$ cat src/rtl/audio_pkg.sv
// Shared constants and types for the audio mixer / PDM output path.
// Latency: n/a (declarations only).
// Backpressure: n/a (declarations only).
package audio_pkg;

  localparam int IN_BITS     = 13;  // voice channel sample width (unsigned)
  localparam int SAMPLE_BITS = 16;  // published sample / PDM input width
  localparam int VOL_SHIFT   = 4;   // gain = (vol+1) / 2**VOL_SHIFT

  typedef enum logic [1:0] {
    IDLE  = 2'd0,
    ACCUM = 2'd1,
    SCALE = 2'd2
  } mix_state_t;

endpackage

$ cat src/rtl/pdm_dac_1st.sv
// First-order sigma-delta modulator: unsigned WIDTH-bit level in, 1-bit PDM out.
// Latency: din affects pdm_out on the edge after it is presented; runs every clk.
// Backpressure: none, free-running; density of ones = din / 2**WIDTH.
// Ports: clk, rst_n (sync, active-low), din (level), pdm_out (bitstream).
module pdm_dac_1st #(
  parameter int WIDTH = 16
) (
  input  logic             clk,
  input  logic             rst_n,
  input  logic [WIDTH-1:0] din,
  output logic             pdm_out
);

  logic [WIDTH-1:0] err;
  logic [WIDTH:0]   sum;

  // Carry out of the error accumulator is the output bit; the residue wraps.
  assign sum = {1'b0, err} + {1'b0, din};

  always_ff @(posedge clk) begin
    if (!rst_n) begin
      err     <= '0;
      pdm_out <= 1'b0;
    end else begin
      err     <= sum[WIDTH-1:0];
      pdm_out <= sum[WIDTH];
    end
  end

endmodule

$ cat src/rtl/audio_mix_pdm.sv
// Voice mixer: snapshot NUM_CH channels on sample_clk, serial sum, volume scale, PDM out.
// Latency: sample_valid rises NUM_CH+1 edges after the capture edge; busy NUM_CH+1 cycles.
// Backpressure: none; a sample_clk while busy is dropped and sets sticky overrun.
// Ports: clk, rst_n (sync, active-low), sample_clk, ch_audio, ch_enable, master_vol in;
//        sample_out, sample_valid, overrun, pdm_out out.
module audio_mix_pdm
  import audio_pkg::*;
#(
  parameter int NUM_CH   = 4,
  parameter int IN_BITS  = audio_pkg::IN_BITS,
  parameter int ACC_BITS = IN_BITS + $clog2(NUM_CH)
) (
  input  logic                      clk,
  input  logic                      rst_n,
  input  logic                      sample_clk,
  input  logic [NUM_CH*IN_BITS-1:0] ch_audio,
  input  logic [NUM_CH-1:0]         ch_enable,
  input  logic [3:0]                master_vol,
  output logic [SAMPLE_BITS-1:0]    sample_out,
  output logic                      sample_valid,
  output logic                      overrun,
  output logic                      pdm_out
);

  localparam int IDX_BITS = (NUM_CH > 1) ? $clog2(NUM_CH) : 1;
  localparam int PAD_BITS = SAMPLE_BITS - ACC_BITS;
  localparam logic [IDX_BITS-1:0] LAST_IDX = IDX_BITS'(NUM_CH - 1);

  mix_state_t state, state_nxt;
  logic capture, accum_en, scale_en, overrun_set;

  logic [IN_BITS-1:0]   snap_ch [NUM_CH];
  logic [NUM_CH-1:0]    snap_en;
  logic [3:0]           snap_vol;
  logic [IDX_BITS-1:0]  idx;
  logic [ACC_BITS-1:0]  acc;

  logic [ACC_BITS-1:0]           ch_term;
  logic [VOL_SHIFT:0]            vol_gain;
  logic [ACC_BITS+VOL_SHIFT:0]   prod;
  logic [ACC_BITS-1:0]           scaled;
  logic [SAMPLE_BITS-1:0]        sample_nxt;

  // ---------------- control FSM ----------------
  always_ff @(posedge clk) begin
    if (!rst_n) state <= IDLE;
    else        state <= state_nxt;
  end

  always_comb begin
    state_nxt = state;
    capture   = 1'b0;
    accum_en  = 1'b0;
    scale_en  = 1'b0;
    case (state)
      IDLE: begin
        if (sample_clk) begin
          capture   = 1'b1;
          state_nxt = ACCUM;
        end
      end
      ACCUM: begin
        accum_en = 1'b1;
        if (idx == LAST_IDX) state_nxt = SCALE;
      end
      SCALE: begin
        scale_en  = 1'b1;
        state_nxt = IDLE;
      end
      default: state_nxt = IDLE;
    endcase
  end

  // A strobe during ACCUM or SCALE (including the SCALE cycle) is lost.
  assign overrun_set = sample_clk && (state != IDLE);

  // ---------------- datapath ----------------
  assign ch_term  = snap_en[idx] ? ACC_BITS'(snap_ch[idx]) : '0;
  assign vol_gain = {1'b0, snap_vol} + {{VOL_SHIFT{1'b0}}, 1'b1};
  assign prod     = {{(VOL_SHIFT+1){1'b0}}, acc} * {{ACC_BITS{1'b0}}, vol_gain};
  // gain <= 1, so the shifted product always fits back in ACC_BITS.
  assign scaled     = ACC_BITS'(prod >> VOL_SHIFT);
  assign sample_nxt = SAMPLE_BITS'(scaled) << PAD_BITS;

  always_ff @(posedge clk) begin
    if (!rst_n) begin
      for (int k = 0; k < NUM_CH; k++) snap_ch[k] <= '0;
      snap_en      <= '0;
      snap_vol     <= '0;
      idx          <= '0;
      acc          <= '0;
      sample_out   <= '0;
      sample_valid <= 1'b0;
      overrun      <= 1'b0;
    end else begin
      sample_valid <= 1'b0;
      if (overrun_set) overrun <= 1'b1;
      if (capture) begin
        for (int k = 0; k < NUM_CH; k++) snap_ch[k] <= ch_audio[k*IN_BITS +: IN_BITS];
        snap_en  <= ch_enable;
        snap_vol <= master_vol;
        idx      <= '0;
        acc      <= '0;
      end
      if (accum_en) begin
        acc <= acc + ch_term;
        idx <= idx + IDX_BITS'(1);
      end
      if (scale_en) begin
        sample_out   <= sample_nxt;
        sample_valid <= 1'b1;
      end
    end
  end

  // Driven from the registered sample so a new value takes effect the edge after sample_valid.
  pdm_dac_1st #(
    .WIDTH (SAMPLE_BITS)
  ) u_pdm (
    .clk     (clk),
    .rst_n   (rst_n),
    .din     (sample_out),
    .pdm_out (pdm_out)
  );

endmodule

$ cat config.mk
export PLATFORM = sky130hd
export DESIGN_NAME = audio_mix_pdm
export DESIGN_NICKNAME = d
export VERILOG_FILES = /design/src/rtl/audio_pkg.sv /design/src/rtl/pdm_dac_1st.sv /design/src/rtl/audio_mix_pdm.sv
export SDC_FILE = /design/constraint.sdc
export NUM_CORES = 1
export LEC_CHECK = 0
export ABC_AREA = 1
export CAP_MARGIN = 20
export CORE_AREA = 3 3 128 130
export CTS_BUF_LIST = sky130_fd_sc_hd__clkbuf_16
export DETAILED_ROUTE_END_ITERATION = 8
export DIE_AREA = 0 0 131 133
export PLACE_DENSITY_LB_ADDON = 0.3
export REMOVE_ABC_BUFFERS = 1
export SLEW_MARGIN = 25
export SYNTH_ARGS = -nofsm -noshare
export SYNTH_HDL_FRONTEND = slang
export SYNTH_SLANG_ARGS = --single-unit
$ cat constraint.sdc
create_clock -name clk -period 6.2 [get_ports clk]
set_input_delay 0.62 -clock clk [delete_from_list [all_inputs] [get_ports clk]]
set_output_delay 0.62 -clock clk [all_outputs]
set_load 0.005 [all_outputs]
# --- Word-level counts from Yosys, hierarchy flattened ---
# Memories as Yosys holds them, arrays and structs flattened. A register that Yosys moved wholly into a read port is not among the register bits.
# Cells that the tools add are included.
word_totals:
  register_bits: 61
  ram_bits: 52
  in_bits: 63
  out_inout_bits: 19
  elab_cells: 56
  n_memories: 1
mem_list:
  columns: ["memory", "depth", "word_bits", "rd", "rd_ports_with_merged_regs", "wr", "line", "source"]
  rows:
  - ["snap_ch", 4, 13, 1, 1, 4, "audio_mix_pdm.sv:32", "logic [IN_BITS-1:0] snap_ch [NUM_CH];"]
op_classes:
  n_addsub: 4
  mul: 1
  n_lt_le_gt_ge: 1
  eq_ne: 5
  mux: 25
  bitwise: 4
  reduce_logical: 5
op_table:
  columns: ["op", "count"]
  rows:
  - ["two-way mux 13 bit", 5]
  - ["two-way mux 15 bit", 2]
  - ["multiplier 15 x 5 -> 19 bit", 1]
  - ["adder 16 x 16 -> 17 bit", 1]
  - ["adder 15 x 13 -> 15 bit", 1]
  - ["two-way mux 2 bit", 6]
  - ["two-way mux 1 bit", 10]
  - ["adder 4 x 1 -> 5 bit, second input constant", 1]
  - ["equality test 2 bit, second input constant", 2]
  - ["inequality test 2 bit, second input constant", 2]
  - ["bitwise OR 1 bit", 4]
  - ["case mux 2 bit (2 select lines)", 1]
  - ["nonzero test 2 bit", 2]
  - ["less-than comparator 2 x 3 -> 1 bit, second input constant", 1]
  - ["adder 2 x 1 -> 2 bit, second input constant", 1]
  - ["binary-select mux 1 bit (select 2 bit)", 1]
  - ["equality test 2 x 1 -> 1 bit, second input constant", 1]
  - ["logical NOT 2 bit", 1]
  - ["AND reduction 2 bit", 1]
  - ["logical AND 1 bit", 1]

# --- Longest topological paths before layout ---
# Gate-level depths: netlist (run 1).
logic_depth:
  ltp_word: 6
  depth_mapped: 24
  mapped_depth_nobuf: 22

# --- Modules after synthesis ---
# Synthesis (run 1) repeated with hierarchy kept, for this count alone.
hier_totals:
  hier_cells: 1181
  area_unflattened_um2: 8481.9
by_module_without_submodules:
  columns: ["module", "n_inst", "cells_each", "area_per_inst_um2", "seq_area_each_um2"]
  rows:
  - ["audio_mix_pdm", 1, 956, 7106.8, 2482.4]
  - ["pdm_dac_1st", 1, 225, 1375.1, 340.3]

# --- Worst setup path before layout (run 1) ---
# No wires, ideal clock.
synth_timing:
  path_type: "flip-flop to flip-flop"
  startpoint: "reg snap_vol[0]"
  endpoint: "reg sample_out[8]"
  setup_ns: 0.115
  arrival_time_ns: 4.058
  required_time_ns: 6.085
  slack_ns: 2.026
  stages_incl_launch_ff: 23
  path_buffers: 2
  period_less_slack_ns: 4.174
  path_cell_list: "dfxtp_1 -> inv_2 -> buf_6 -> nor3_4 -> xor2_2 -> inv_2 -> buf_6 -> nor2_2 -> fa_1 -> fa_1 -> inv_1 -> fa_1 -> inv_1 -> ha_1 -> nand2_1 -> inv_1 -> a21oi_1 -> o21ai_1 -> a21o_1 -> nand2_1 -> nand2_1 -> o21ai_0 -> inv_1"
synth_via:
  elab_chain_len: 2
synth_rtl:
  columns: ["element", "line", "source"]
  rows:
  - ["start, declared", "audio_mix_pdm.sv:34", "logic [3:0] snap_vol;"]
  - ["start signal, assigned", "audio_mix_pdm.sv:101", "snap_vol <= master_vol;"]
  - ["adder 4 x 1 -> 5 bit", "audio_mix_pdm.sv:79", "assign vol_gain = {1'b0, snap_vol} + {{VOL_SHIFT{1'b0}}, 1'b1};"]
  - ["multiplier 15 x 5 -> 19 bit", "audio_mix_pdm.sv:80", "assign prod = {{(VOL_SHIFT+1){1'b0}}, acc} * {{ACC_BITS{1'b0}}, vol_gain};"]
  - ["end signal, assigned", "audio_mix_pdm.sv:110", "sample_out <= sample_nxt;"]
  - ["end, declared", "audio_mix_pdm.sv:19", "output logic [SAMPLE_BITS-1:0] sample_out,"]
# No other way between the ends.
# A chain may end at the register's enable or synchronous reset.

# --- Worst setup path in the final report (run 1) ---
layout_timing:
  startpoint: "reg snap_vol[0]"
  endpoint: "reg sample_out[11]"
# The elaborated chain is that of the path after synthesis.

==> impl_results.html, run 1 <==
<table>
<tr><th>Metric</th><th>Value</th></tr>
<tr><th colspan="2">Outcome</th></tr>
<tr><td>Result of the run</td><td>completed</td></tr>
<tr><th colspan="2">Clock network</th></tr>
<tr><td>Max Root-Sink Buffers</td><td>2</td></tr>
<tr><td>Clk_lat worst skew</td><td>420 ps</td></tr>
<tr><td>Root buffer cell</td><td>clkbuf_16</td></tr>
<tr><td>Post-CTS clock slew at the launch and capture registers of the worst setup and hold paths</td><td>60 ps</td></tr>
<tr><td>Setup fix buffers added after clock tree synthesis</td><td>0</td></tr>
<tr><td># clock sinks</td><td>114</td></tr>
<tr><td># H-tree levels</td><td>4</td></tr>
<tr><td>Number of instances resized during post-cts repair</td><td>0</td></tr>
<tr><td>CTS tree</td><td>yes</td></tr>
<tr><td>Number of buffers created by CTS</td><td>17</td></tr>
<tr><td>Hold-fix buffer count after cts</td><td>0</td></tr>
<tr><th colspan="2">Timing</th></tr>
<tr><td>Time the final worst path needs with I/O delays and setup</td><td>4890 ps</td></tr>
<tr><td>Timing-limited maximum frequency</td><td>205 MHz</td></tr>
<tr><td>Fin Setup TNS</td><td>0 ps</td></tr>
<tr><td>Worst slew margin relative to its limit</td><td>43.3%</td></tr>
<tr><td>Count of final hold-check violations</td><td>0</td></tr>
<tr><td>Setup skew after layout</td><td>7.63 ps</td></tr>
<tr><td>Ratio of final minimum period to clock period</td><td>78.8%</td></tr>
<tr><td>Max-slew violations</td><td>0</td></tr>
<tr><td>Setup repair after global routing missed its margin</td><td>false</td></tr>
<tr><td>Finish-stage setup viols</td><td>0</td></tr>
<tr><td>Slew at the pin closest to its max-slew limit</td><td>849 ps</td></tr>
<tr><th colspan="2">Synth</th></tr>
<tr><td>Number of library cell types mapped by synthesis</td><td>37</td></tr>
<tr><td>Main synth FF type</td><td>dfxtp_1</td></tr>
<tr><td>Multiplexer share of the synthesized area</td><td>0%</td></tr>
<tr><td>Ys Warns</td><td>0</td></tr>
<tr><td>Flip-flop and latch count after synthesis</td><td>114</td></tr>
<tr><td>Most instantiated library cell after synthesis</td><td>nand2_1</td></tr>
<tr><td>Simple-gate area share of the yosys netlist</td><td>22.9%</td></tr>
<tr><td>Post-Synth Adder-Cell Area</td><td>18.1%</td></tr>
<tr><td>Main combinational cell family by area after synthesis</td><td>simple AND/OR/NAND/NOR gates</td></tr>
<tr><td>Top cell type by total area after synthesis</td><td>edfxtp_1</td></tr>
<tr><td>Top-area cell type share of the netlist area</td><td>19.2%</td></tr>
<tr><td>Synthesized area per cell</td><td>7.45 um^2</td></tr>
<tr><td>Top cells by area in the synthesized netlist</td><td>edfxtp_1, dfxtp_1, fa_1, nand2_1, inv_1</td></tr>
<tr><td>Compound-cell area share of the yosys netlist</td><td>12.3%</td></tr>
<tr><td>Share of synthesized flip-flops with an asynchronous set or reset</td><td>0%</td></tr>
<tr><td>Most common library cells after synthesis</td><td>nand2_1, inv_1, nor2_1</td></tr>
<tr><td>Sequential share of the synthesized area</td><td>34.4%</td></tr>
<tr><td>Post-synthesis instance total</td><td>1092</td></tr>
<tr><td>Xor/xnor share of the synthesized area</td><td>1.28%</td></tr>
<tr><td>EDFF count, synth</td><td>52</td></tr>
<tr><td>Mapped cell area</td><td>8140 um^2</td></tr>
<tr><th colspan="2">Route</th></tr>
<tr><td>Vias</td><td>7090</td></tr>
<tr><td>Number of nets with antenna violations after routing</td><td>0</td></tr>
<tr><td>Routed WL per cell</td><td>13.2 um</td></tr>
<tr><td>Average vias per placed instance</td><td>5.10</td></tr>
<tr><td>Detailed-route wire length</td><td>18300 um</td></tr>
<tr><td>Number of search-and-repair iterations in the first detailed-routing pass</td><td>5</td></tr>
<tr><td>Final routed DRC violation total</td><td>0</td></tr>
<tr><td>Drt initial violations</td><td>366</td></tr>
<tr><th colspan="2">Layout</th></tr>
<tr><td>Number of antenna diodes</td><td>0</td></tr>
<tr><td>Area of all sequential standard cells</td><td>2800 um^2</td></tr>
<tr><td>Area growth, synth to finish</td><td>19.1%</td></tr>
<tr><td>Number of fillers in the final layout</td><td>1362</td></tr>
<tr><td>Proportion of layout cells with a drive suffix above 1</td><td>4.92%</td></tr>
<tr><td>Number of nets in the finished design</td><td>1322</td></tr>
<tr><td>Area of the multi-input gates</td><td>4440 um^2</td></tr>
<tr><th colspan="2">Global routing</th></tr>
<tr><td>Global-route congestion overflow total</td><td>0</td></tr>
<tr><td>Most Used Layer, Global Route</td><td>met2</td></tr>
<tr><td>Number of global-route vias before repair</td><td>6899</td></tr>
<tr><td>Antenna violations before repair</td><td>0</td></tr>
<tr><td>Global-route usage over all layers</td><td>21.7%</td></tr>
<tr><td>Pin count of the biggest net entering global routing</td><td>56</td></tr>
<tr><td>Met2 usage</td><td>39.6%</td></tr>
<tr><td>Met3 GRT Util</td><td>4.72%</td></tr>
<tr><td>Met1 demand-to-capacity share in global routing</td><td>24.3%</td></tr>
<tr><td>Global-route wire length before repair</td><td>30500 um</td></tr>
<tr><th colspan="2">Worst setup path</th></tr>
<tr><td>Reg-to-reg setup timing slack</td><td>1310 ps</td></tr>
<tr><td>Setup CP Type</td><td>register to register</td></tr>
<tr><td>Arrival @ worst endpoint</td><td>5200 ps</td></tr>
<tr><td>Type of origin of the critical path</td><td>register</td></tr>
<tr><td>Data required time at the worst endpoint</td><td>6520 ps</td></tr>
<tr><td>Crit path max fanout</td><td>11</td></tr>
<tr><td>RR Startpoint</td><td>snap_vol[0]$_SDFFE_PN0P_</td></tr>
<tr><td>Critical register-to-register path endpoint</td><td>sample_out[11]$_SDFFE_PN0P_</td></tr>
<tr><td>Number of cells traversed by the worst register-to-register path</td><td>19</td></tr>
<tr><td>Kind of capture point of the worst setup path</td><td>register</td></tr>
<tr><th colspan="2">Floorplanning</th></tr>
<tr><td>Area of the die</td><td>17400 um^2</td></tr>
<tr><td>I/O Pins</td><td>82</td></tr>
<tr><td>Width of the die</td><td>131 um</td></tr>
<tr><td>Vertical extent of the die</td><td>133 um</td></tr>
<tr><td>Standard cell core area</td><td>15300 um^2</td></tr>
<tr><td>Number of cell rows</td><td>45</td></tr>
<tr><td>Starting utilization of the core area</td><td>53.3%</td></tr>
<tr><th colspan="2">Min path</th></tr>
<tr><td>Min-Delay Path Depth</td><td>2</td></tr>
<tr><td>Worst Hold Class</td><td>register to register</td></tr>
<tr><td>Startpoint of the lowest-slack hold path</td><td>overrun$_SDFFE_PN0P_</td></tr>
<tr><td>Endpoint of the worst hold-timing path</td><td>overrun$_SDFFE_PN0P_</td></tr>
<tr><th colspan="2">Power</th></tr>
<tr><td>Pwr dens</td><td>208 nW/um^2</td></tr>
<tr><td>Total leakage power</td><td>4.84 nW</td></tr>
<tr><td>Worst IR drop on VDD</td><td>191 uV</td></tr>
<tr><td>Post-route total power</td><td>2.01 mW</td></tr>
<tr><th colspan="2">Place</th></tr>
<tr><td>Placer congestion estimate</td><td>0.894</td></tr>
<tr><td>Number of buffers inserted by port buffering</td><td>80</td></tr>
<tr><td>Post-DP HPWL</td><td>13700 um</td></tr>
<tr><th colspan="2">Job</th></tr>
<tr><td>Number of max-cap violations</td><td>0</td></tr>
</table>
## sequential cells by signal, indices dropped and copies added (netlist names), named ones only
signal and count:
acc 15, idx 2, overrun 1, sample_out 15, sample_valid 1, snap_ch 52, snap_en 4, snap_vol 4
state 2, u_pdm.err 15, u_pdm.pdm_out 1
## stage by stage
step                utilization (%)  instances  setup slack, ps  cell area [um^2]  hold slack, ps
floorplan                         -       1060             2090              8000             445
global placement               59.7       1357             1590              9110             444
detailed placement             59.7       1357             1470              9110             457
CTS                            63.5       1389             1400              9690             465
global route                   63.5       1389             1130              9690             490
finish                         63.5       1389             1310              9690             459
## kinds of logic after synthesis
| family | after synthesis |
|---|---|
| other | 1 |
| flip-flops | 114 |
| adder cells (fa/ha/maj) | 94 |
| buffers and inverters | 234 |
| AO/OA/AOI/OAI | 177 |
| AND/OR/NAND/NOR | 461 |
| XOR/XNOR | 11 |
## final cells by class
| cell class | instances | area share [%] |
|---|---|---|
| Clock buffer | 17 | 4.39 |
| Tap cell | 211 | 2.72 |
| Timing Repair Buffer | 86 | 8.73 |
| Multi-Input combinational cell | 744 | 45.8 |
| Inverter | 202 | 7.83 |
| Clock inverter | 15 | 1.60 |
| Sequential cell | 114 | 28.9 |
## how the worst max path moves through the flow
stage                                        start                          end  slack, ps  cells past startpoint
final                     snap_vol[0]$_SDFFE_PN0P_  sample_out[11]$_SDFFE_PN0P_       1310                     19
after global routing      snap_vol[0]$_SDFFE_PN0P_  sample_out[14]$_SDFFE_PN0P_       1130                     19
after CTS                 snap_vol[0]$_SDFFE_PN0P_  sample_out[11]$_SDFFE_PN0P_       1400                     19
after detailed placement  snap_vol[0]$_SDFFE_PN0P_  sample_out[12]$_SDFFE_PN0P_       1470                     19
after global placement    snap_vol[0]$_SDFFE_PN0P_  sample_out[11]$_SDFFE_PN0P_       1590                     19
after floorplan           snap_vol[0]$_SDFFE_PN0P_   sample_out[8]$_SDFFE_PN0P_       2090                     20
## placed cells by master, fill, tap and decap left out, types with 2 or more instances in the layout
master and instances:
nand2_2 3, dfxtp_1 62, xor2_1 8, o21ai_0 51
a31oi_1 5, clkbuf_16 17, a21boi_1 2, nor2_1 190
inv_6 5, nor3_1 7, nor2_2 11, xnor2_1 2
edfxtp_1 52, o21bai_1 3, a21o_1 8, clkdlybuf4s50_1 80
inv_2 5, clkinv_1 4, or2_2 2, ha_1 55
o32ai_1 13, o211ai_1 2, clkinv_4 2, o21ai_1 6
nand3_1 42, o21a_1 5, fa_1 39, buf_4 6
bufinv_16 2, nand2_1 197, inv_1 196, a21oi_1 80
nand4_1 8, clkinvlp_4 3
## metal layers
metal	part of all wire, %	up-vias
met1	43	3268
met3	3.7	42
met2	51	162
met5	0	-
met4	2.5	0
li1	-	3618
## worst max-delay path, cell delays in order (launching register included)
cell and delay [ps]:
dfxtp_1 520, ha_1 250, xor2_1 430, inv_1 330
nor2_1 210, fa_1 470, fa_1 550, inv_1 60
fa_1 530, inv_1 50, ha_1 370, a21oi_1 250
o21a_1 170, nor3_1 60, nor2_1 160, nand2_1 80
nand2_1 60, nand3_1 60, nand2_1 120, inv_1 50
## where the power goes
group          switching (mW)  total (mW)  internal [mW]  leakage, nW
registers              0.0180       0.844          0.826         1.06
logic                   0.114       0.196         0.0816         3.50
clock network           0.378       0.971          0.593        0.274
Note: power is estimated with default switching activity, not from simulation.
==> inputs of run 2 (changes only) <==
==> constraint.sdc (replaced) <==
create_clock -name clk -period 4.2 [get_ports clk]
set_input_delay 0.42 -clock clk [delete_from_list [all_inputs] [get_ports clk]]
set_output_delay 0.42 -clock clk [all_outputs]
set_load 0.005 [all_outputs]
==> impl_results.html, run 2 (synthesized netlist as in run 1, its figures left out) <==
<table>
<tr><th>Metric</th><th>Value</th></tr>
<tr><th colspan="2">Floorplanning</th></tr>
<tr><td>Number of cell rows</td><td>45 (unchanged)</td></tr>
<tr><td>Vertical extent of the die</td><td>133 um (unchanged)</td></tr>
<tr><td>I/O Pins</td><td>82 (unchanged)</td></tr>
<tr><td>Width of the die</td><td>131 um (unchanged)</td></tr>
<tr><td>Area of the die</td><td>17400 um^2 (unchanged)</td></tr>
<tr><td>Starting utilization of the core area</td><td>53.3% (unchanged)</td></tr>
<tr><td>Standard cell core area</td><td>15300 um^2 (unchanged)</td></tr>
<tr><th colspan="2">Power</th></tr>
<tr><td>Pwr dens</td><td>290 nW/um^2 (was 208 nW/um^2)</td></tr>
<tr><td>Post-route total power</td><td>2.94 mW (was 2.01 mW)</td></tr>
<tr><td>Total leakage power</td><td>4.96 nW (was 4.84 nW)</td></tr>
<tr><td>Worst IR drop on VDD</td><td>271 uV (was 191 uV)</td></tr>
<tr><th colspan="2">Job</th></tr>
<tr><td>Number of max-cap violations</td><td>0 (unchanged)</td></tr>
<tr><th colspan="2">Layout</th></tr>
<tr><td>Commonest non-fill, non-tap cell in the layout</td><td>inv_1 (was nand2_1)</td></tr>
<tr><td>Commonest cells after routing, fill and taps aside</td><td>inv_1, nor2_1, nand2_1, clkdlybuf4s50_1, a21oi_1 (was nand2_1, inv_1, nor2_1, a21oi_1, clkdlybuf4s50_1)</td></tr>
<tr><td>Non-filler cells, final</td><td>1407 (was 1389)</td></tr>
<tr><td>Max reg flops</td><td>52 (unchanged)</td></tr>
<tr><td>Most flops, register</td><td>snap_ch (unchanged)</td></tr>
<tr><td>Area growth, synth to finish</td><td>24.7% (was 19.1%)</td></tr>
<tr><td>Number of nets in the finished design</td><td>1340 (was 1322)</td></tr>
<tr><td>Layout Cell Area excl Fill</td><td>10100 um^2 (was 9690 um^2)</td></tr>
<tr><td>Final core area utilization</td><td>66.5% (was 63.5%)</td></tr>
<tr><td>Number of antenna diodes</td><td>0 (unchanged)</td></tr>
<tr><td>Proportion of layout cells with a drive suffix above 1</td><td>10.5% (was 4.92%)</td></tr>
<tr><th colspan="2">Clock network</th></tr>
<tr><td># clock sinks</td><td>114 (unchanged)</td></tr>
<tr><td>Clk_lat worst skew</td><td>430 ps (was 420 ps)</td></tr>
<tr><td>Hold-fix buffer count after cts</td><td>0 (unchanged)</td></tr>
<tr><td>CTS tree</td><td>yes (unchanged)</td></tr>
<tr><td>Root buffer cell</td><td>clkbuf_16 (unchanged)</td></tr>
<tr><td>Post-CTS clock slew at the launch and capture registers of the worst setup and hold paths</td><td>60 ps (about the same)</td></tr>
<tr><td>Max Root-Sink Buffers</td><td>2 (unchanged)</td></tr>
<tr><td># H-tree levels</td><td>4 (unchanged)</td></tr>
<tr><td>Number of buffers created by CTS</td><td>17 (unchanged)</td></tr>
<tr><th colspan="2">Worst setup path</th></tr>
<tr><td>Crit path max fanout</td><td>5 (was 11)</td></tr>
<tr><td>Max incr delay on CP</td><td>550 ps (about the same)</td></tr>
<tr><td>Data required time at the worst endpoint</td><td>4530 ps (was 6520 ps)</td></tr>
<tr><td>Type of origin of the critical path</td><td>register (unchanged)</td></tr>
<tr><td>Count of buffering cells on the critical path with inverters included</td><td>6 (was 4)</td></tr>
<tr><td>Slowest library cell on the worst path</td><td>fa_1 (unchanged)</td></tr>
<tr><td>Cells along the critical path</td><td>inv_1, nor3_4, xor2_2, clkinv_4, buf_6, nor2_2, fa_1, fa_1, inv_1, fa_1, inv_1, ha_4, nand2_4, o21a_1, nor3_2, nor2_1, nand3_1, nand3_1, nand2_1, inv_1 (was ha_1, xor2_1, inv_1, nor2_1, fa_1, fa_1, inv_1, fa_1, inv_1, ha_1, a21oi_1, o21a_1, nor3_1, nor2_1, nand2_1, nand2_1, nand3_1, nand2_1, inv_1)</td></tr>
<tr><td>Setup CP Type</td><td>register to register (unchanged)</td></tr>
<tr><td>Arrival @ worst endpoint</td><td>4400 ps (was 5200 ps)</td></tr>
<tr><td>Kind of capture point of the worst setup path</td><td>register (unchanged)</td></tr>
<tr><td>Most frequent cell on the critical path</td><td>inv_1 (unchanged)</td></tr>
<tr><td>Largest delay share family, worst path</td><td>adder cells (unchanged)</td></tr>
<tr><th colspan="2">Route</th></tr>
<tr><td>Routed WL per cell</td><td>13.5 um (was 13.2 um)</td></tr>
<tr><td>Number of search-and-repair iterations in the first detailed-routing pass</td><td>7 (was 5)</td></tr>
<tr><td>Vias</td><td>7271 (was 7090)</td></tr>
<tr><td>Number of nets with antenna violations after routing</td><td>0 (unchanged)</td></tr>
<tr><td>Detailed-route wire length</td><td>19000 um (was 18300 um)</td></tr>
<tr><td>Average vias per placed instance</td><td>5.17 (was 5.10)</td></tr>
<tr><td>Drt initial violations</td><td>413 (was 366)</td></tr>
<tr><td>Final routed DRC violation total</td><td>0 (unchanged)</td></tr>
<tr><th colspan="2">Timing</th></tr>
<tr><td>Time the final worst path needs with I/O delays and setup</td><td>4070 ps (was 4890 ps)</td></tr>
<tr><td>Slew at the pin closest to its max-slew limit</td><td>807 ps (was 849 ps)</td></tr>
<tr><td>Count of final hold-check violations</td><td>0 (unchanged)</td></tr>
<tr><td>Worst slew margin relative to its limit</td><td>46.1% (was 43.3%)</td></tr>
<tr><td>Timing-limited maximum frequency</td><td>246 MHz (was 205 MHz)</td></tr>
<tr><td>Ratio of final minimum period to clock period</td><td>96.9% (was 78.8%)</td></tr>
<tr><td>Finish-stage setup viols</td><td>0 (unchanged)</td></tr>
<tr><td>Fin Setup TNS</td><td>0 ps (unchanged)</td></tr>
<tr><td>Setup skew after layout</td><td>7.51 ps (was 7.63 ps)</td></tr>
<tr><td>Max-slew violations</td><td>0 (unchanged)</td></tr>
<tr><th colspan="2">Global routing</th></tr>
<tr><td>Global-route wire length before repair</td><td>30400 um (was 30500 um)</td></tr>
<tr><td>Pin count of the biggest net entering global routing</td><td>56 (unchanged)</td></tr>
<tr><td>Antenna violations before repair</td><td>0 (unchanged)</td></tr>
<tr><td>Global-route congestion overflow total</td><td>0 (unchanged)</td></tr>
<tr><td>Global-route usage over all layers</td><td>21.6% (was 21.7%)</td></tr>
<tr><td>Number of global-route vias before repair</td><td>6892 (was 6899)</td></tr>
<tr><th colspan="2">Place</th></tr>
<tr><td>Number of buffers inserted by port buffering</td><td>80 (unchanged)</td></tr>
<tr><td>Placed cell count</td><td>1366 (was 1357)</td></tr>
<tr><td>Placed standard-cell area</td><td>9180 um^2 (was 9110 um^2)</td></tr>
<tr><td>Placer congestion estimate</td><td>0.891 (was 0.894)</td></tr>
<tr><td>Post-DP HPWL</td><td>13600 um (was 13700 um)</td></tr>
<tr><th colspan="2">Min path</th></tr>
<tr><td>Worst Hold Class</td><td>register to register (unchanged)</td></tr>
<tr><th colspan="2">Outcome</th></tr>
<tr><td>Result of the run</td><td>completed (unchanged)</td></tr>
</table>
==> run 2: cell types whose count changed in the layout (fill, tap and decap cells not counted), moves of 5 or more <==
cell | before | now
inv_6 | 5 | 0
ha_1 | 55 | 42
buf_4 | 6 | 22
ha_4 | 0 | 11
a21oi_1 | 80 | 74
nand2_2 | 3 | 12
nand2_1 | 197 | 186
==> run 2: final cells by class <==
cell class / instances / area, um^2
clock inverters: 14 / 116
clock buffers: 18 / 450
repair buffers: 104 / 997
well taps: 211 / 264
fillers: 1231 / 5110
flip-flops and latches: 114 / 2810
multi-input cells: 744 / 4750
inverters: 202 / 763
==> run 2: per-stage QoR <==
| stage | setup WS (ps) | hold WS, ps |
|---|---|---|
| after CTS | 24.3 | 462 |
| final | 130 | 458 |
| after global routing | -52.7 | 477 |
| after global placement | 141 | 445 |
| after detailed placement | 45.0 | 451 |
| after floorplan | 85.1 | 445 |
==> run 2: final timing paths <==
| kind | start | end | slack (ps) | cells after the start |
|---|---|---|---|---|
| max | snap_vol[2]$_SDFFE_PN0P_ | sample_out[11]$_SDFFE_PN0P_ | 130 | 20 |
| min | overrun$_SDFFE_PN0P_ | overrun$_SDFFE_PN0P_ | 460 | 2 |
| max reg2reg | snap_vol[2]$_SDFFE_PN0P_ | sample_out[11]$_SDFFE_PN0P_ | 130 | 20 |
| min reg2reg | overrun$_SDFFE_PN0P_ | overrun$_SDFFE_PN0P_ | 460 | 2 |
==> run 2: tightest hold or removal path, cell delays in order, from the launching register on <==
cell and delay, ps:
dfxtp_1 310, inv_1 50, a21oi_1 50
==> run 2: power breakdown <==
group          leakage [nW]  switching (mW)  total, mW  internal [mW]
registers              1.07          0.0252       1.25           1.22
clock network         0.271           0.541       1.38          0.840
logic                  3.63           0.179      0.315          0.136
==> run 2: what timing repair did <==
action / CTS / global route
buffers inserted: 0 / 9
resized for setup: 0 / 71
endpoints found under the setup margin: 0 / 13
==> run 2: metal layers <==
metal / track usage, % / share of wire (%)
met5: 0 / 0
met4: 9.49 / 3.6
met1: 25.5 / 42
met3: 4.52 / 4.1
met2: 37.5 / 50
==> inputs of run 3 (changes only) <==
--- a/config.mk
+++ b/config.mk
@@ -6,7 +6,6 @@
 export NUM_CORES = 1
 export LEC_CHECK = 0
 export ABC_AREA = 1
-export CAP_MARGIN = 20
 export CORE_AREA = 3 3 128 130
 export CTS_BUF_LIST = sky130_fd_sc_hd__clkbuf_16
 export DETAILED_ROUTE_END_ITERATION = 8
==> constraint.sdc (replaced) <==
create_clock -name clk -period 4.2 [get_ports clk]
set_input_delay 0.84 -clock clk [delete_from_list [all_inputs] [get_ports clk]]
set_output_delay 0.84 -clock clk [all_outputs]
set_load 0.005 [all_outputs]
==> impl_results.html, run 3 (synthesized netlist as in run 1, its figures left out) <==
<table>
<tr><th>Metric</th><th>Value</th></tr>
<tr><th colspan="2">Min path</th></tr>
<tr><td>Worst Hold Class</td><td>register to register (unchanged)</td></tr>
<tr><td>Startpoint of the lowest-slack hold path</td><td>overrun$_SDFFE_PN0P_ (unchanged)</td></tr>
<tr><th colspan="2">Route</th></tr>
<tr><td>Vias</td><td>7212 (was 7271)</td></tr>
<tr><td>Routed WL per cell</td><td>13.5 um (about the same)</td></tr>
<tr><td>Final routed DRC violation total</td><td>0 (unchanged)</td></tr>
<tr><td>Average vias per placed instance</td><td>5.11 (was 5.17)</td></tr>
<tr><td>Drt initial violations</td><td>520 (was 413)</td></tr>
<tr><td>Number of search-and-repair iterations in the first detailed-routing pass</td><td>5 (was 7)</td></tr>
<tr><td>Number of nets with antenna violations after routing</td><td>0 (unchanged)</td></tr>
<tr><td>Detailed-route wire length</td><td>19100 um (was 19000 um)</td></tr>
<tr><th colspan="2">Floorplanning</th></tr>
<tr><td>Area of the die</td><td>17400 um^2 (unchanged)</td></tr>
<tr><td>Starting utilization of the core area</td><td>53.3% (unchanged)</td></tr>
<tr><td>I/O Pins</td><td>82 (unchanged)</td></tr>
<tr><td>Width of the die</td><td>131 um (unchanged)</td></tr>
<tr><td>Number of cell rows</td><td>45 (unchanged)</td></tr>
<tr><td>Standard cell core area</td><td>15300 um^2 (unchanged)</td></tr>
<tr><td>Vertical extent of the die</td><td>133 um (unchanged)</td></tr>
<tr><th colspan="2">Layout</th></tr>
<tr><td>Number of antenna diodes</td><td>0 (unchanged)</td></tr>
<tr><td>Most flops, register</td><td>snap_ch (unchanged)</td></tr>
<tr><td>Layout Cell Area excl Fill</td><td>10200 um^2 (was 10100 um^2)</td></tr>
<tr><td>Area of the multi-input gates</td><td>4700 um^2 (was 4750 um^2)</td></tr>
<tr><td>Proportion of layout cells with a drive suffix above 1</td><td>10.3% (was 10.5%)</td></tr>
<tr><td>Number of nets in the finished design</td><td>1343 (was 1340)</td></tr>
<tr><td>Max reg flops</td><td>52 (unchanged)</td></tr>
<tr><td>Area growth, synth to finish</td><td>25.3% (was 24.7%)</td></tr>
<tr><td>Area of all sequential standard cells</td><td>2810 um^2 (about the same)</td></tr>
<tr><td>Commonest cells after routing, fill and taps aside</td><td>inv_1, nor2_1, nand2_1, clkdlybuf4s50_1, a21oi_1 (unchanged)</td></tr>
<tr><td>Number of fillers in the final layout</td><td>1266 (was 1231)</td></tr>
<tr><td>Commonest non-fill, non-tap cell in the layout</td><td>inv_1 (unchanged)</td></tr>
<tr><th colspan="2">Power</th></tr>
<tr><td>Pwr dens</td><td>308 nW/um^2 (was 290 nW/um^2)</td></tr>
<tr><td>Post-route total power</td><td>3.14 mW (was 2.94 mW)</td></tr>
<tr><td>Total leakage power</td><td>4.97 nW (was 4.96 nW)</td></tr>
<tr><td>Worst IR drop on VDD</td><td>276 uV (was 271 uV)</td></tr>
<tr><th colspan="2">Worst setup path</th></tr>
<tr><td>Number of cells traversed by the worst register-to-register path</td><td>22 (was 20)</td></tr>
<tr><td>End point of the critical path</td><td>sample_out[13]$_SDFFE_PN0P_ (was sample_out[11]$_SDFFE_PN0P_)</td></tr>
<tr><td>Cells along the critical path</td><td>inv_1, nor3_4, xor2_2, buf_4, buf_4, nand2_1, fa_1, inv_1, fa_1, fa_1, ha_4, nand2_1, inv_1, nand2_1, nand2_2, nand2_1, nand2_2, nand2_2, nand3_1, nand2_1, nor2_1, nor2_1 (was inv_1, nor3_4, xor2_2, clkinv_4, buf_6, nor2_2, fa_1, fa_1, inv_1, fa_1, inv_1, ha_4, nand2_4, o21a_1, nor3_2, nor2_1, nand3_1, nand3_1, nand2_1, inv_1)</td></tr>
<tr><td>Reg-to-reg setup timing slack</td><td>5 ps (was 130 ps)</td></tr>
<tr><td>Crit path max fanout</td><td>5 (unchanged)</td></tr>
<tr><td>Critical path launch point</td><td>snap_vol[1]$_SDFFE_PN0P_ (was snap_vol[2]$_SDFFE_PN0P_)</td></tr>
<tr><td>Type of origin of the critical path</td><td>register (unchanged)</td></tr>
<tr><td>Kind of capture point of the worst setup path</td><td>register (unchanged)</td></tr>
<tr><td>Critical register-to-register path endpoint</td><td>sample_out[13]$_SDFFE_PN0P_ (was sample_out[11]$_SDFFE_PN0P_)</td></tr>
<tr><td>Arrival @ worst endpoint</td><td>4500 ps (was 4400 ps)</td></tr>
<tr><td>RR Startpoint</td><td>snap_vol[1]$_SDFFE_PN0P_ (was snap_vol[2]$_SDFFE_PN0P_)</td></tr>
<tr><td>Data required time at the worst endpoint</td><td>4510 ps (was 4530 ps)</td></tr>
<tr><td>Setup CP Type</td><td>register to register (unchanged)</td></tr>
<tr><td>Max incr delay on CP</td><td>520 ps (was 550 ps)</td></tr>
<tr><td>Most frequent cell on the critical path</td><td>nand2_1 (was inv_1)</td></tr>
<tr><td>Slowest library cell on the worst path</td><td>fa_1 (unchanged)</td></tr>
<tr><th colspan="2">Timing</th></tr>
<tr><td>Timing-limited maximum frequency</td><td>238 MHz (was 246 MHz)</td></tr>
<tr><td>Worst slew margin relative to its limit</td><td>47.8% (was 46.1%)</td></tr>
<tr><td>Ratio of final minimum period to clock period</td><td>99.9% (was 96.9%)</td></tr>
<tr><td>Count of final hold-check violations</td><td>0 (unchanged)</td></tr>
<tr><td>Max-slew violations</td><td>0 (unchanged)</td></tr>
<tr><td>Slew at the pin closest to its max-slew limit</td><td>782 ps (was 807 ps)</td></tr>
<tr><td>PnR worst setup slack</td><td>4.91 ps (was 130 ps)</td></tr>
<tr><td>Time the final worst path needs with I/O delays and setup</td><td>4200 ps (was 4070 ps)</td></tr>
<tr><td>Finish-stage setup viols</td><td>0 (unchanged)</td></tr>
<tr><td>Setup skew after layout</td><td>9.52 ps (was 7.51 ps)</td></tr>
<tr><td>Setup repair after global routing missed its margin</td><td>true</td></tr>
<tr><th colspan="2">Clock network</th></tr>
<tr><td>Root buffer cell</td><td>clkbuf_16 (unchanged)</td></tr>
<tr><td>Number of buffers created by CTS</td><td>17 (unchanged)</td></tr>
<tr><td>CTS tree</td><td>yes (unchanged)</td></tr>
<tr><td>Max Root-Sink Buffers</td><td>2 (unchanged)</td></tr>
<tr><td>Post-CTS clock slew at the launch and capture registers of the worst setup and hold paths</td><td>50 ps (was 60 ps)</td></tr>
<tr><td># clock sinks</td><td>114 (unchanged)</td></tr>
<tr><td>Hold-fix buffer count after cts</td><td>0 (unchanged)</td></tr>
<tr><td>Clk_lat worst skew</td><td>420 ps (was 430 ps)</td></tr>
<tr><td># H-tree levels</td><td>4 (unchanged)</td></tr>
<tr><th colspan="2">Global routing</th></tr>
<tr><td>Global-route wire length before repair</td><td>30000 um (was 30400 um)</td></tr>
<tr><td>Met3 GRT Util</td><td>4.72% (was 4.52%)</td></tr>
<tr><td>Most Used Layer, Global Route</td><td>met2 (unchanged)</td></tr>
<tr><td>Pin count of the biggest net entering global routing</td><td>56 (unchanged)</td></tr>
<tr><td>Number of global-route vias before repair</td><td>6847 (was 6892)</td></tr>
<tr><td>Antenna violations before repair</td><td>0 (unchanged)</td></tr>
<tr><td>Met2 usage</td><td>37.9% (was 37.5%)</td></tr>
<tr><td>Global-route congestion overflow total</td><td>0 (unchanged)</td></tr>
<tr><td>Met1 demand-to-capacity share in global routing</td><td>25.1% (was 25.5%)</td></tr>
<tr><td>Global-route usage over all layers</td><td>21.4% (was 21.6%)</td></tr>
<tr><th colspan="2">Place</th></tr>
<tr><td>Worst setup timing slack at the placement stage</td><td>30.4 ps (was 45.0 ps)</td></tr>
<tr><td>Post-DP HPWL</td><td>13300 um (was 13600 um)</td></tr>
<tr><td>Placer congestion estimate</td><td>0.886 (was 0.891)</td></tr>
<tr><td>Number of buffers inserted by port buffering</td><td>80 (unchanged)</td></tr>
<tr><td>Placed standard-cell area</td><td>9180 um^2 (unchanged)</td></tr>
<tr><th colspan="2">Outcome</th></tr>
<tr><td>Result of the run</td><td>completed (unchanged)</td></tr>
<tr><th colspan="2">Job</th></tr>
<tr><td>Number of max-cap violations</td><td>0 (unchanged)</td></tr>
</table>
run 3: cell types whose count changed in the layout (fill, tap and decap cells not counted), sizes merged:
cell and delta:
clkinv -2, clkbuf -1, inv +1, buf +3, clkinvlp -2, bufinv +4
run 3: area by class of cell:
class / count / share of cell area (%)
well taps: 211 / 2.59
flip-flops and latches: 114 / 27.5
clock buffers: 17 / 4.17
inverters: 202 / 7.48
clock inverters: 15 / 2.10
repair buffers: 107 / 10.0
multi-input cells: 744 / 46.1
run 3: how the worst min path moves through the flow:
stage,to,slack [ps],cells after the start
after CTS,overrun$_SDFFE_PN0P_,460,2
after detailed placement,overrun$_SDFFE_PN0P_,450,2
after global placement,overrun$_SDFFE_PN0P_,440,2
after global routing,overrun$_SDFFE_PN0P_,470,2
after floorplan,snap_en[1]$_SDFFE_PN0P_,450,2
final,overrun$_SDFFE_PN0P_,460,2
run 3: where the power goes:
part	leakage (nW)	switching [mW]	internal, mW
combinational	3.60	0.179	0.137
clock	0.304	0.535	1.05
sequential	1.07	0.0245	1.22
run 3: critical path: cells and delay by family, from the launching register on:
family                   cells  cell delay [ps]
adder cells (fa/ha/maj)      4             1830
AND/OR/NAND/NOR             12             1150
buffers and inverters        5              520
flip-flops                   1              340
XOR/XNOR                     1              240
run 3: timing repair:
| action | 4_1_cts | 5_1_grt |
|---|---|---|
| buffers inserted | 0 | 12 |
| setup endpoints to repair | 0 | 13 |
| resized for setup | 0 | 64 |
run 3: through the flow:
step | utilization (%) | TNS, ps | cells | hold WS, ps
floorplan | - | 0 | 1060 | 445
detailed placement | 60.1 | 0 | 1366 | 450
global route | 66.8 | -716 | 1410 | 471
global placement | 60.1 | 0 | 1366 | 444
finish | 66.8 | 0 | 1410 | 457
CTS | 64.3 | 0 | 1398 | 461
run 3: layer usage:
metal	up-vias	wire length, um
met1	3304	8070
met3	49	796
met2	202	9660
met5	-	0
met4	0	561
li1	3657	-
==> patch (settings of run 2) <==
The 3 states of `mix_state_t` get a one-hot encoding in 3 bits.
--- a/src/rtl/audio_pkg.sv
+++ b/src/rtl/audio_pkg.sv
@@ -8,8 +8,8 @@
   localparam int VOL_SHIFT   = 4;   // gain = (vol+1) / 2**VOL_SHIFT
 
-  typedef enum logic [1:0] {
-    IDLE  = 2'd0,
-    ACCUM = 2'd1,
-    SCALE = 2'd2
+  typedef enum logic [2:0] {
+    IDLE  = 3'b001,
+    ACCUM = 3'b010,
+    SCALE = 3'b100
   } mix_state_t;
 
Function: same outputs for any inputs over 4 cycles, from zero or initial values and one cycle with rst_n low; so few cycles prove little.
==> patch against run 2 <==
Critical path depth fell by 3; non-clock buffer count rose by 3; final area fell by 0.38%; synthesized area rose by 0.38%; die area did not move; count of clock-buffer cells in the layout fell by 1; fmax rose by 0.62%; sequential share of layout area rose by 0.29 points; sequential cell count rose by 1; power rose by 3.4%; routed wire length rose by 0.49%; setup slack improved by 0.025 ns; global-route usage rose by 0.76 points; critical endpoint is now sample_out[9].
==> patch: results (changes against run 2) <==
Parameter                              Value

Worst hold path
  Min-delay src    snap_en[3]
  Hold-critical path endpoint    snap_en[3]
  Worst Hold Depth    2 (unchanged)

Detailed routing
  Initial DRT Pass Iterations    5 (-2)
  Detail-routed net length per standard cell    13.6 um (+0.28%)
  DRC violation total after the first TritonRoute iteration    430 (+4.1%)
  Vias after detailed routing    7216 (-0.76%)
  Via density per instance    5.12 (-0.97%)

Critical path
  Data arrival time of the critical path    4.36 ns (-0.04 ns)
  Register-to-Register Setup Slack    0.16 ns (+0.03 ns)
  Maximum net fanout on the critical path    7 (+2)
  Worst-case reg-to-reg path depth    17 (-15%)
  Crit path largest cell delay    0.57 ns (+0.02 ns)
  Beginning of the worst register-to-register path    snap_vol[0]
  Endpoint of the worst-slack reg-to-reg timing path    sample_out[9]

Synth
  Complex-gate fraction of the synthesized area    0.126 (+0.00367)
  Avg Synthesized Cell Area    7.50 um2 (+0.66%)
  Cell types with the largest area share after synthesis    sky130_fd_sc_hd__edfxtp_1, sky130_fd_sc_hd__dfxtp_1, sky130_fd_sc_hd__fa_1
  Seq/Total Area, Yosys    0.346 (+0.00113)
  Top post-synthesis cells by count    sky130_fd_sc_hd__nor2_1, sky130_fd_sc_hd__inv_1, sky130_fd_sc_hd__nand2_1
  Yosys cell types    41 (+11%)
  Area share of xor/xnor cells in the synthesized design    0.0129 (+0.000104)
  Arithmetic-cell share of the synthesized area counting full adders, half adders and majority gates    0.180 (-0.000691)

Global route
  Total GRT Usage    0.224 (+0.00761)
  Initial antenna violation count    0 (unchanged)
  Via count of the first global-routing pass    6924 (+0.46%)
  Maximum number of pins on one net before global-route repair    53 (-5.4%)
  Wire length of the first global-routing pass    31.4 mm (+3.4%)

Clocking
  Post-CTS Resized    1 (+1)
  Clock root cell    sky130_fd_sc_hd__clkbuf_16

Placement
  Place WS    0.0123 ns (-0.0327 ns)
  Placed insts    1374 (+0.59%)
  Area after detailed placement    9290 um2 (+1.2%)
  Routability cong.    0.867 (-2.7%)
  Estimated wirelength of the detail-placed design    14.1 mm (+4.2%)

Power and ir drop
  Switch share    0.231 (-0.0224)
  Leak    4.88 nW (-1.7%)
  Internal Power    2.34 mW (+6.5%)
  Power dissipated in combinational cells    240 uW (-24%)
  Max rail drop VDD    0.291 mV (+7.0%)

STA
  Headroom to the max-slew limit    0.408 (-0.0536)
  Worst setup skew after layout    0.00728 ns (-0.000236 ns)
  Achievable clock frequency    0.247 GHz (+0.62%)
  Post-Route Hold Slack    0.464 ns (+0.00666 ns)

Run status
  Outcome    finished, final reports clean

Layout
  Proportion of layout cells with a drive suffix above 1    0.0943 (-0.0110)
  Filler instances    1301 (+5.7%)
  Area of all placed cells without fillers    10100 um2 (-0.38%)
  Net count reported at finish    1342 (+0.15%)
-- patch: cell types whose count changed after synthesis, moves of 5 or more --
cell	before	now
sky130_fd_sc_hd__a21oi_1	80	85
sky130_fd_sc_hd__buf_2	2	12
sky130_fd_sc_hd__clkbuf_1	25	18
sky130_fd_sc_hd__nand2_1	198	180
sky130_fd_sc_hd__nand2_2	2	8
sky130_fd_sc_hd__nor2_1	190	199
sky130_fd_sc_hd__nor2_2	11	1
-- patch: final cells by class --
class | instances | area share
multi-input cells | 741 | 0.456
clock buffers | 17 | 0.0421
repair buffers | 107 | 0.0993
flip-flops and latches | 115 | 0.280
clock inverters | 15 | 0.0204
diodes | 1 | 0.000248
well taps | 211 | 0.0261
inverters | 202 | 0.0755
repair inverters | 1 | 0.000743
-- patch: per-layer routing --
layer	GRT usage	up-vias	wire length (um)
met5	0	-	0
met3	0.0521	41	867
li1	-	3656	-
met1	0.265	3323	7920
met4	0.0640	0	433
met2	0.400	196	9890
